`src/rtl/wb_regfile.sv`:
```
// Writeback-side register file: writeback mux, 32-entry GPR array with
// hardwired zero register, two combinational read ports and a retire counter.
// Optional same-cycle write-to-read bypass: define WB_REGFILE_BYPASS_EN.
module wb_regfile #(
    parameter int DATA_W = 32,
    parameter int ADDR_W = 5
) (
    input  logic              clk,
    input  logic              rst_n,
    input  logic              WB_MemtoReg,
    input  logic              WB_RegWrite,
    input  logic [ADDR_W-1:0] WB_RegDst,
    input  logic [DATA_W-1:0] WB_ReadData,
    input  logic [DATA_W-1:0] WB_ALUResult,
    input  logic [ADDR_W-1:0] ID_Rs,
    input  logic [ADDR_W-1:0] ID_Rt,
    output logic [DATA_W-1:0] ID_ReadData1,
    output logic [DATA_W-1:0] ID_ReadData2,
    output logic [DATA_W-1:0] WB_WriteData,
    output logic [31:0]       WB_RetireCount
);

    localparam int DEPTH = 2 ** ADDR_W;

    logic [DATA_W-1:0] regs_q [DEPTH];
    logic [DATA_W-1:0] regs_d [DEPTH];
    logic [31:0]       retire_count_q;
    logic [31:0]       retire_count_d;
    logic              commit;

    always_comb begin
        WB_WriteData = WB_MemtoReg ? WB_ReadData : WB_ALUResult;
        commit       = WB_RegWrite && (WB_RegDst != '0);
    end

    // Entry 0 is never written, so it stays at its reset value of zero.
    always_comb begin
        regs_d         = regs_q;
        retire_count_d = retire_count_q;
        if (commit) begin
            regs_d[WB_RegDst] = WB_WriteData;
            retire_count_d    = retire_count_q + 32'd1;
        end
    end

    always_ff @(posedge clk or negedge rst_n) begin
        if (!rst_n) begin
            regs_q         <= '{default: '0};
            retire_count_q <= '0;
        end else begin
            regs_q         <= regs_d;
            retire_count_q <= retire_count_d;
        end
    end

    always_comb begin
        ID_ReadData1 = '0;
        if (ID_Rs != '0) begin
            ID_ReadData1 = regs_q[ID_Rs];
`ifdef WB_REGFILE_BYPASS_EN
            if (commit && (ID_Rs == WB_RegDst)) begin
                ID_ReadData1 = WB_WriteData;
            end
`endif
        end
    end

    always_comb begin
        ID_ReadData2 = '0;
        if (ID_Rt != '0) begin
            ID_ReadData2 = regs_q[ID_Rt];
`ifdef WB_REGFILE_BYPASS_EN
            if (commit && (ID_Rt == WB_RegDst)) begin
                ID_ReadData2 = WB_WriteData;
            end
`endif
        end
    end

    assign WB_RetireCount = retire_count_q;

endmodule
```
`config.mk`:
```
export PLATFORM = sky130hd
export DESIGN_NAME = wb_regfile
export DESIGN_NICKNAME = d
export VERILOG_FILES = /design/src/rtl/wb_regfile.sv
export SDC_FILE = /design/constraint.sdc
export NUM_CORES = 2
export LEC_CHECK = 0
export CELL_PAD_IN_SITES_DETAIL_PLACEMENT = 1
export CELL_PAD_IN_SITES_GLOBAL_PLACEMENT = 2
export CORE_ASPECT_RATIO = 0.5
export CORE_MARGIN = 2
export CORE_UTILIZATION = 42
export DETAILED_ROUTE_END_ITERATION = 10
export GPL_ROUTABILITY_DRIVEN = 1
export PLACE_DENSITY = 0.79
export SLEW_MARGIN = 10
export SYNTH_ARGS = -nofsm -noshare
export SYNTH_HDL_FRONTEND = slang
export SYNTH_SLANG_ARGS = --single-unit
```
`constraint.sdc`:
```
create_clock -name clk -period 2.5 [get_ports clk]
set_input_delay 0.375 -clock clk [delete_from_list [all_inputs] [get_ports clk]]
set_output_delay 0.375 -clock clk [all_outputs]
set_load 0.005 [all_outputs]
```
# After elaboration in Yosys (flattened, before gate mapping)
# Index checks and enable logic that the tools add are counted.
[op_classes]
addsub = 1
magnitude_cmp = 4
n_mux = 12
bitwise_logic = 3
n_reduce_logical = 5
[ops]
columns = ["cell", "count"]
rows = [
  ["$bwmux 1024", 1],
  ["$bmux 32 s5", 2],
  ["$mux 32", 8],
  ["$demux 32 s5", 1],
  ["$add 32x1->32 const B", 1],
  ["$ge 6x6->1 const B", 3],
  ["$not 5->6", 3],
  ["$reduce_bool 5->1", 3],
  ["$lt 6x1->1 const B", 1],
  ["$logic_and 1x1->1", 2],
]
[word_totals]
regBits = 1056
output_inout_bits = 128

# Logic depth before layout (Yosys ltp)
[depth]
ltp_word = 6
ltp_mapped = 9
depth_no_buf = 5

# Worst setup path before layout
# No wires, ideal clock.
[synth_timing]
kind = "input -> output"
startpoint = "in ID_Rt[1]"
endpoint = "out ID_ReadData2[10]"
arrival_ps = 2000
setup_slack_ps = 125
stages = 7
n_path_buf = 3
cell_sequence = "buf_2 > buf_6 > buf_4 > mux4_2 > mux4_2 > o22ai_1 > nor3_1"
[synth_via]
elab_chain_cells = 5
[synth_rtl]
columns = ["element", "line_no", "text"]
rows = [
  ["start: declaration", "16", "input logic [ADDR_W-1:0] ID_Rt,"],
  ["$not 5->6 (not written as such)", "71", "ID_ReadData2 = regs_q[ID_Rt];"],
  ["$bmux 32 s5", "71", ""],
  ["$mux 32 (not written as such) (2 in series)", "71", ""],
  ["$mux 32 (*)", "70", "if (ID_Rt != '0) begin"],
  ["end: declaration", "18", "output logic [DATA_W-1:0] ID_ReadData2,"],
]
# Mark *: on every way between the ends. The rest lies on a longest branch, timed or not. The select of a mux whose other input is x is not followed.

# Worst setup path in the final report
[layout_timing]
startpoint = "reg regs_q[3] in the netlist's numbering"
endpoint = "out ID_ReadData2[3]"
[layout_via]
elab_chain_cells = 4
[layout_rtl]
columns = ["element", "line_no", "text"]
rows = [
  ["start: declaration", "25", "logic [DATA_W-1:0] regs_q [DEPTH];"],
  ["start signal: assignment", "51", "regs_q <= regs_d;"],
  ["$bmux 32 s5", "71", ""],
  ["$mux 32 (not written as such) (2 in series)", "71", ""],
  ["$mux 32", "70", ""],
]
# Every way passes these cells. The select of a mux whose other input is x is not followed.

==> qor.log <==
INFO  sta            final-hold-violation-count=0
INFO  synthesis      synth-seq-area-share=48.6%
INFO  cts            tritoncts.num_buffers=101
INFO  cts            path_clk_slew=60ps
INFO  global_routing overflow=0
INFO  synthesis      async_sr_flop_fraction=100%
INFO  floorplan      floorplan.die_area=0.133mm²
INFO  cts            htree_levels=3
INFO  place          post-dp-hpwl=155,000µm
INFO  sta            max-slew-margin-rel=57.7%
INFO  global_routing antenna_found_initial=10
INFO  floorplan      initial_utilization=42.3%
INFO  final_layout   post_route_cells_drive_above_1_share=32.8%
INFO  synthesis      synth_seq_cells=1,056
INFO  sta            setup_ws=-551ps
INFO  sta            period_needed=3050ps
INFO  synthesis      yosys.area_share.simple=10.3%
INFO  power          power.density_cell_area=797mW/mm²
INFO  synthesis      synth.net_count=5,063
INFO  synthesis      synth_mux_area_share=23.3%
INFO  synthesis      post_synth_instance_area=0.0544mm²
INFO  route          detail_route.iter0.violations=4,758
INFO  synthesis      synth_enable_flop_cells=0
INFO  sta            clock_skew=11.1ps
INFO  final_layout   nets_final=5,730
INFO  outcome        violated_checks=negative setup slack
INFO  synthesis      unique_cell_type_count_in_the_yosys_netlist=43
INFO  route          antenna_violating_nets_post_route=0
INFO  global_routing largest_net_degree_at_the_start_of_global_routing=87
INFO  sta            setup_viol_count_final=64
INFO  synthesis      synth_adder_area_share=0.0230%
INFO  synthesis      synth.cells.most_frequent=dfrtp_1, nor2_1, a21oi_1
INFO  synthesis      synth_area_in_xor_xnor=0.499%
INFO  critical_path  worst_setup_path_start_kind=flip-flop
INFO  place          placement.io_buffers=210
INFO  global_routing track_usage=34.6%
INFO  sta            setup_repair_after_global_routing_missed_its_margin=yes
INFO  global_routing global_route_wire_length_before_repair=339,000µm
INFO  cts            clk_root_buffer_cell=clkbuf_16
INFO  synthesis      synth_cells=4,979
INFO  floorplan      die_w=513µm
INFO  sta            timing_worst_slew_pin_value=634ps
INFO  synthesis      post-synth-top-area-fraction=48.6%
INFO  cts            clkLatencyLatePin=720ps
INFO  final_layout   layout-area-overhead-vs-synth=28.9%
INFO  floorplan      num_io_pins=211
INFO  global_routing first_global_vias=49,800
INFO  route          routed_via_density=6.30
INFO  route          routed_wl=228,000µm
INFO  synthesis      synth.avg_cell_area=10.9µm²
INFO  cts            cts_max_path_buffers=3
INFO  route          route.detailed.wl_per_inst=30.7µm
INFO  place          gp_routability_congestion=0.927
INFO  route          first_pass_iters=6
INFO  route          remaining_drc_errors=0
INFO  sta            setup-tns-final=-23,070ps
INFO  synthesis      synth_top_cell_by_area=dfrtp_1
INFO  critical_path  worst-endpoint-required=2120ps
INFO  floorplan      placement_rows=93
INFO  floorplan      floorplan.die.height=259µm
INFO  outcome        status=finished, violations left
INFO  final_layout   finish.cell_count_without_fillers=7,440
INFO  critical_path  path_max_fanout=3
INFO  sta            timing.final.crit_share=122%
INFO  sta            max_freq=328MHz
INFO  sta            maxSlewViolCount=0
INFO  synthesis      largest_family_of_logic_cells_by_synthesized_area=multiplexers
INFO  place          dp.cells=7,167
INFO  synthesis      synth.most_common_cell=dfrtp_1
INFO  critical_path  critPathArrivalTime=2680ps
INFO  cts            tritoncts=yes
INFO  power          max_rail_drop_vdd=0.000616V
INFO  floorplan      core-area=0.129mm²
INFO  worst_hold_path min-delay-path-class=in -> async
INFO  synthesis      synth_compound_gate_area_share=12.8%
INFO  synthesis      synth.area.top_cells=dfrtp_1, mux4_2, a21oi_1
INFO  synthesis      yosys_most_used_dff=dfrtp_1
INFO  synthesis      synth-warning-count=0
INFO  critical_path  path_class=reg -> out
INFO  cts            numClockSinks=1,056
INFO  critical_path  element_type_at_the_critical_path_end=output port
INFO  route          total_via_count_in_the_routed_design=46,800
INFO  power          power_leakage=30.3nW
INFO  job            drv.max_cap_violation_count=0
==> routing by layer <==
metal	track usage, %	routed length, µm
met3	8.30	22200
met5	0	28
met4	13.1	9320
met2	52.3	102000
met1	48.7	95300
==> critical path, cell delays in order, from the launching register on <==
cell and delay (ps):
dfrtp_1 390, mux4_2 490, mux4_2 620, o22ai_4 210, nor3_4 80, buf_2 160
==> worst paths after layout <==
check	from	end	slack, ps	cells after the start
worst max-delay path	regs_q[3]	ID_ReadData2[3]	-550	5
worst min-delay path	rst_n	regs_q[9]	220	2
worst max register to register	WB_RetireCount[4]	WB_RetireCount[25]	750	5
worst min register to register	regs_q[1000]	regs_q[1000]	400	0
max in group asynchronous	rst_n	regs_q[436]	1190	3
min in group clk	regs_q[1000]	regs_q[1000]	400	0
==> kinds of logic after synthesis <==
logic type                 Yosys count
AOI/OAI and AO/OA                 1271
xor gates and xnor gates            31
adders and majority gates            1
buffers and inverters              579
DFF                               1056
muxes                              717
and+or+nand+nor                   1324
==> per-stage QoR <==
stage	cell area (µm²)	util (%)	setup WS [ps]	power, W	hold WS (ps)
2_1_floorplan	54400	-	125	0.0312	79.4
5_1_grt	70100	54.5	-608	0.0583	210
3_5_place_dp	65200	50.7	-1020	0.0384	382
3_3_place_gp	65200	50.7	-1010	0.0374	378
6_report	70100	54.5	-551	0.0559	219
4_1_cts	69800	54.3	-575	0.0554	206
==> registers in the layout (all words and copies together) (netlist names) <==
register	count
regs_q	1024
WB_RetireCount	32
==> area by class of cell <==
class                   instances  area, µm²
diodes                          3       7.51
inverters                      40        150
clock inverters                36        377
well taps                    1710       2140
flip-flops and latches       1056      26400
clock buffers                 148       3000
repair buffers               1103      11100
multi-input cells            3344      26900
fillers                     13200      58500
==> layout by cell type (no fill, tap or decap), types with 32 or more instances in the layout <==
cell and n:
a211oi_1 33, a21oi_1 616, buf_12 180, buf_2 42, buf_4 673, buf_6 63
clkbuf_16 105, clkdlybuf4s50_1 134, dfrtp_1 1056, inv_1 39, mux2_2 125, mux2i_1 129
mux4_2 428, nand2_1 431, nand4_1 42, nor2_1 646, nor2b_1 44, nor3_1 43
o21ai_0 414, o22a_1 32, o22ai_1 55
==> power breakdown <==
part	leakage [nW]	switching (W)	internal (W)
clock network	1.66	0.00727	0.00895
logic	15.6	0.00737	0.00848
registers	13.1	0.00307	0.0208
==> timing repair <==
action	in CTS	in global routing
pin swaps	132	35
gates resized for setup	463	28
gates cloned	1	0
hold endpoints to repair	29	0
setup buffers	89	20
setup endpoints to repair	64	64
hold buffers	1	0
Note: power is estimated with default switching activity, not from simulation.
